[config.mk]
export PLATFORM = sky130hd
export DESIGN_NAME = posit_mant_div_seq
export DESIGN_NICKNAME = d
export VERILOG_FILES = /design/src/rtl/posit_mant_div_seq.sv
export SDC_FILE = /design/constraint.sdc
export NUM_CORES = 1
export LEC_CHECK = 0
export CORE_MARGIN = 4
export CORE_UTILIZATION = 25
export DETAILED_ROUTE_END_ITERATION = 12
export PLACE_DENSITY = 0.51
export SETUP_SLACK_MARGIN = 0.02
export SYNTH_ARGS = -nofsm -noshare
export SYNTH_HDL_FRONTEND = slang
export SYNTH_SLANG_ARGS = --single-unit
[constraint.sdc]
create_clock -name clk -period 3.4 [get_ports clk]
set_input_delay 0.34 -clock clk [delete_from_list [all_inputs] [get_ports clk]]
set_output_delay 0.34 -clock clk [all_outputs]
set_load 0.02 [all_outputs]
[src/rtl/posit_mant_div_seq.sv]
// Sequential restoring divider for posit significands.
// Produces one quotient bit per cycle and delivers a normalised 2N-bit
// quotient significand with a sticky LSB and a normalise-decrement flag.
// Zero/NaR/invalid-divisor operands skip the iteration and finish in one step.
module posit_mant_div_seq #(
  parameter int N = 32
) (
  input  logic           clk,
  input  logic           rst_n,
  input  logic           in_valid,
  output logic           in_ready,
  input  logic [N-1:0]   Mant1,
  input  logic [N-1:0]   Mant2,
  input  logic           Sign_in,
  input  logic           zero_in,
  input  logic           inf_in,
  output logic           out_valid,
  input  logic           out_ready,
  output logic [2*N-1:0] Div_Mant_N,
  output logic           norm_dec,
  output logic           Sign,
  output logic           zero,
  output logic           inf
);

  localparam int CW = $clog2(2*N+2);

  typedef enum logic [1:0] {
    IDLE = 2'd0,
    CALC = 2'd1,
    DONE = 2'd2
  } state_t;

  state_t           state_r;
  state_t           state_s;

  logic [N:0]       rem_r;
  logic [N-1:0]     mant2_r;
  // Only the low 2N quotient bits are stored: the top bit of the 2N+1-bit
  // quotient appears on the final iteration and is consumed directly from
  // the next-value path when the result is registered.
  logic [2*N-1:0]   q_r;
  logic [CW-1:0]    cnt_r;

  logic             in_ready_r;
  logic             out_valid_r;
  logic [2*N-1:0]   div_mant_r;
  logic             norm_dec_r;
  logic             sign_r;
  logic             zero_r;
  logic             inf_r;

  logic [N+1:0]     diff_s;
  logic             ge_s;
  logic [N:0]       rem_nxt_s;
  logic [2*N:0]     q_nxt_s;
  logic             rem_nz_s;
  logic [2*N-1:0]   res_s;
  logic             res_nd_s;
  logic             last_s;
  logic             bypass_s;

  assign in_ready   = in_ready_r;
  assign out_valid  = out_valid_r;
  assign Div_Mant_N = div_mant_r;
  assign norm_dec   = norm_dec_r;
  assign Sign       = sign_r;
  assign zero       = zero_r;
  assign inf        = inf_r;

  assign bypass_s = zero_in | inf_in | ~Mant2[N-1];
  assign last_s   = (cnt_r == CW'(2*N));

  // One restoring step plus normalisation of the would-be final quotient.
  always_comb begin
    diff_s   = {1'b0, rem_r} - {2'b00, mant2_r};
    ge_s     = ~diff_s[N+1];
    if (ge_s) begin
      rem_nxt_s = diff_s[N:0] << 1;
    end else begin
      rem_nxt_s = rem_r << 1;
    end
    q_nxt_s  = {q_r, ge_s};
    rem_nz_s = |rem_nxt_s;
    if (q_nxt_s[2*N]) begin
      res_s    = q_nxt_s[2*N:1];
      res_s[0] = q_nxt_s[1] | q_nxt_s[0] | rem_nz_s;
      res_nd_s = 1'b0;
    end else begin
      res_s    = q_nxt_s[2*N-1:0];
      res_s[0] = q_nxt_s[0] | rem_nz_s;
      res_nd_s = 1'b1;
    end
  end

  // Next-state logic for the IDLE -> CALC -> DONE -> IDLE sequence.
  always_comb begin
    state_s = state_r;
    case (state_r)
      IDLE: begin
        if (in_valid) begin
          if (bypass_s) begin
            state_s = DONE;
          end else begin
            state_s = CALC;
          end
        end else begin
          state_s = IDLE;
        end
      end
      CALC: begin
        if (last_s) begin
          state_s = DONE;
        end else begin
          state_s = CALC;
        end
      end
      DONE: begin
        if (out_ready) begin
          state_s = IDLE;
        end else begin
          state_s = DONE;
        end
      end
      default: state_s = IDLE;
    endcase
  end

  // State register.
  always_ff @(posedge clk or negedge rst_n) begin
    if (!rst_n) begin
      state_r <= IDLE;
    end else begin
      state_r <= state_s;
    end
  end

  // Handshake flags registered from the next state so they align with it.
  always_ff @(posedge clk or negedge rst_n) begin
    if (!rst_n) begin
      in_ready_r  <= 1'b1;
      out_valid_r <= 1'b0;
    end else begin
      in_ready_r  <= (state_s == IDLE);
      out_valid_r <= (state_s == DONE);
    end
  end

  // Operand capture, iteration datapath and result registers.
  always_ff @(posedge clk or negedge rst_n) begin
    if (!rst_n) begin
      rem_r      <= {(N+1){1'b0}};
      mant2_r    <= {N{1'b0}};
      q_r        <= {(2*N){1'b0}};
      cnt_r      <= {CW{1'b0}};
      div_mant_r <= {(2*N){1'b0}};
      norm_dec_r <= 1'b0;
      sign_r     <= 1'b0;
      zero_r     <= 1'b0;
      inf_r      <= 1'b0;
    end else begin
      case (state_r)
        IDLE: begin
          if (in_valid) begin
            rem_r      <= {1'b0, Mant1};
            mant2_r    <= Mant2;
            q_r        <= {(2*N){1'b0}};
            cnt_r      <= {CW{1'b0}};
            div_mant_r <= {(2*N){1'b0}};
            norm_dec_r <= 1'b0;
            sign_r     <= Sign_in;
            zero_r     <= zero_in;
            // A divisor without its hidden bit cannot be a valid nonzero
            // significand, so it is flagged as an invalid result.
            inf_r      <= inf_in | ~Mant2[N-1];
          end
        end
        CALC: begin
          rem_r <= rem_nxt_s;
          q_r   <= q_nxt_s[2*N-1:0];
          cnt_r <= cnt_r + {{(CW-1){1'b0}}, 1'b1};
          if (last_s) begin
            div_mant_r <= res_s;
            norm_dec_r <= res_nd_s;
          end
        end
        DONE: begin
          div_mant_r <= div_mant_r;
        end
        default: begin
          cnt_r <= {CW{1'b0}};
        end
      endcase
    end
  end

endmodule

==> summary.md <==
| Metric | Value |
|---|---|
| RSZ-0062 raised after global routing | `false` |
| DP Wirelength | `19900 microns` |
| Detailed-route DRC error count | `0` |
| Least-Margin Pin Slew | `1.13 ns` |
| CTS buffer count | `26` |
| Die Y-Extent | `214 microns` |
| Async set or reset register ratio after synthesis | `100%` |
| Final slew viol count | `0` |
| Commonest cells in the synthesized netlist | `dfrtp_1 (207), nand2_1 (132), mux2i_1 (70)` |
| R2R Path Start | `mant2_r[1]` |
| Post-CTS sizing | `0` |
| Core Area | `0.0419 sq mm` |
| Fmax | `0.346 GHz` |
| Leak | `5.54 nW` |
| CTS Sinks | `208` |
| Htree depth | `1` |
| Pre-antenna DRT Iters | `5` |
| Clk Latency, worst-skew pair | `0.54 ns` |
| Global-route wire length before repair | `48400 microns` |
| RePlAce Congestion | `0.833` |
| Hold Path Depth | `3` |
| Max Cap Viol | `0` |
| Fraction of layout cells with a size suffix above 1 | `7.09%` |
| Clock Path Buffers | `3` |
| Max FO, Critical Path | `28` |
| Area contributors post-synth | `dfrtp_1 (49%), mux2i_1 (6.6%), a22o_1 (5.5%), nand2_1 (4.7%), o31ai_1 (4.6%)` |
| Layout net count | `1275` |
| Finished Layout Cells | `1724` |
| Status | `completed` |
| Antenna violations before repair | `0` |
| Syn Inst Count | `1056` |
| CP Launch Type | `register` |
| CP arrival | `3.29 ns` |
| Synth Warn # | `0` |
| Vias in the first global route | `8389` |
| Crit Reg-Reg Endpoint | `rem_r[10]` |
| Die Width | `214 microns` |
| Setup CP Type | `register to register` |
| Pre-CTS WS | `0.520 ns` |
| R2R depth | `12` |
| Final core utilization | `32.2%` |
| Rel. slew slack | `24.8%` |
| Fin crit period | `2.89 ns` |
| Clk pin slew, worst setup/hold paths | `0.06 ns` |
| Drt via density | `4.91` |
| Mapped cell area | `0.0106 sq mm` |
| Final hold slack | `0.353 ns` |
| Final Cycle Share | `84.9%` |
| Power Density | `803 mW/mm^2` |
| Final setup fails | `0` |
| Port Buffers | `140` |
| Final non-filler cell area | `0.0135 sq mm` |
| Setup ws final | `0.512 ns` |
| Post-route ant nets | `0` |
| Initial Utilization | `25.3%` |
| HP Class | `input pin to register` |
| Layout Skew | `0.0175 ns` |
| Final Hold Fails | `0` |
| Antenna cell count | `0` |
| Hold Path Sink | `mant2_r[16]` |
| Die Area | `0.0458 sq mm` |
| Root Buffer | `clkbuf_16` |
| Initial DRC Count | `517` |
| Hold Path Origin | `Mant2[16]` |
| R2r setup slk | `0.51 ns` |
| Placed insts | `1679` |
| Vias | `8461` |
| Count leader, synth | `dfrtp_1` |
| IO Count | `141` |
| Total power | `10.9 mW` |
| Grt ovf | `0` |
| Register area share after synthesis | `49.1%` |
| Main synth FF type | `dfrtp_1` |
| Wire per inst | `17.2 microns` |
| Area delta synth->final | `27.5%` |
| Overall routed net length | `29700 microns` |
| Number of synthesized register bits | `208` |
| Syn Area/Cell | `10.0 sq um` |
| Placed Area | `0.0126 sq mm` |
| Distinct cells, synth | `58` |
| Peak VDD IR | `0.342 mV` |
| CTS tree | `built` |
| Net count after synthesis | `1162` |
| Post-synth top area share | `48.9%` |
| Fin Setup TNS | `0 ns` |
| Number of synthesized flops with an enable pin | `0` |
| Biggest area consumer among synthesized cells | `dfrtp_1` |
| Largest net degree at the start of global routing | `129` |
| Tot GR Track Use | `12.6%` |
| CP endpoint kind | `register` |
| Placement Rows | `75` |
| Req. time, crit path | `3.80 ns` |
## placed cells by master (no fill, tap or decap), types with 4 or more instances in the layout
| master | n |
|---|---|
| dfrtp_1 | 206 |
| clkdlybuf4s50_1 | 139 |
| nand2_1 | 131 |
| mux2i_1 | 70 |
| a22o_1 | 67 |
| a21oi_1 | 66 |
| o31ai_1 | 65 |
| o21ai_0 | 56 |
| nor2_1 | 40 |
| inv_1 | 39 |
| ha_1 | 34 |
| clkbuf_16 | 26 |
| o21ai_1 | 21 |
| a22oi_1 | 15 |
| buf_4 | 15 |
| xor2_1 | 14 |
| o22a_1 | 14 |
| xnor2_1 | 13 |
| o22ai_1 | 12 |
| a31oi_1 | 11 |
| a21o_1 | 9 |
| nand2b_1 | 8 |
| nand4_1 | 8 |
| nor4_1 | 8 |
| o211ai_1 | 7 |
| clkbuf_8 | 6 |
| and3_1 | 5 |
| mux2_2 | 4 |
| nand3_1 | 4 |
| o2111ai_1 | 4 |
| nor3_1 | 4 |
| clkinv_2 | 4 |
| buf_12 | 4 |
## critical path, stage by stage, from the launching register on
cell       delay, ns
dfrtp_1         0.39
inv_1           0.07
ha_1            0.26
nor2b_1         0.15
o2111ai_1       0.28
a211oi_2        0.14
nor3_4          0.30
a211oi_2        0.15
o21ai_4         0.33
buf_12          0.23
buf_4           0.18
mux2i_1         0.19
o21ai_1         0.07
## cell type report
| cell class | count | area (sq um) |
|---|---|---|
| clock buffer | 34 | 731 |
| clock inverter | 10 | 143 |
| sequential | 208 | 5210 |
| inverter | 40 | 150 |
| fill | 4278 | 28400 |
| multi-input combinational | 733 | 5000 |
| tap | 539 | 674 |
| timing repair buffer | 160 | 1610 |
## sequential cells by signal, summed over array words and instances, names as in the netlist
| name | flops |
|---|---|
| Div_Mant_N | 64 |
| q_r | 64 |
| rem_r | 33 |
| mant2_r | 32 |
| cnt_r | 7 |
| state_r | 2 |
| Sign | 1 |
| in_ready | 1 |
| inf | 1 |
| norm_dec | 1 |
| out_valid | 1 |
| zero | 1 |
## worst max path at each step
| stage | from | endpoint | slack (ns) | cells after the start |
|---|---|---|---|---|
| floorplan | rem_r[0] | rem_r[31] | 0.86 | 12 |
| global placement | rem_r[8] | rem_r[10] | 0.54 | 11 |
| detailed placement | rem_r[8] | rem_r[10] | 0.52 | 11 |
| CTS | mant2_r[1] | rem_r[10] | 0.48 | 12 |
| global route | rem_r[0] | rem_r[31] | 0.26 | 12 |
| finish | mant2_r[1] | rem_r[10] | 0.51 | 12 |
## cells by family (layout without fill, tap and decap cells)
kind of cell | count (synthesis) | in the layout | synth area share, %
and+or+nand+nor | 231 | 231 | 9.68
muxes | 74 | 74 | 7.03
adders and majority gates | 35 | 35 | 4.20
buffers and inverters | 115 | 244 | 4.25
DFF | 208 | 208 | 49.1
AOI/OAI and AO/OA | 366 | 366 | 23.5
xor gates and xnor gates | 27 | 27 | 2.23
## power breakdown
part / internal (mW) / switching, mW / leakage (nW)
clock: 1.73 / 1.09 / 0.429
combinational: 1.96 / 2.90 / 2.34
sequential: 2.84 / 0.328 / 2.77
## metal layers
metal | wire (microns) | track usage (%) | part of all wire (%)
met3 | 1430 | 2.60 | 4.8
met2 | 13000 | 19.2 | 44
met4 | 622 | 2.62 | 2.1
met1 | 14600 | 18.7 | 49
met5 | 0 | 0 | 0
## repair_timing
item                                   4_1_cts  5_1_grt
endpoints found under the hold margin       96        0
hold buffers                                 1        0
buffers inserted                             0        0
No activity file was read; power rests on OpenSTA's default activity.
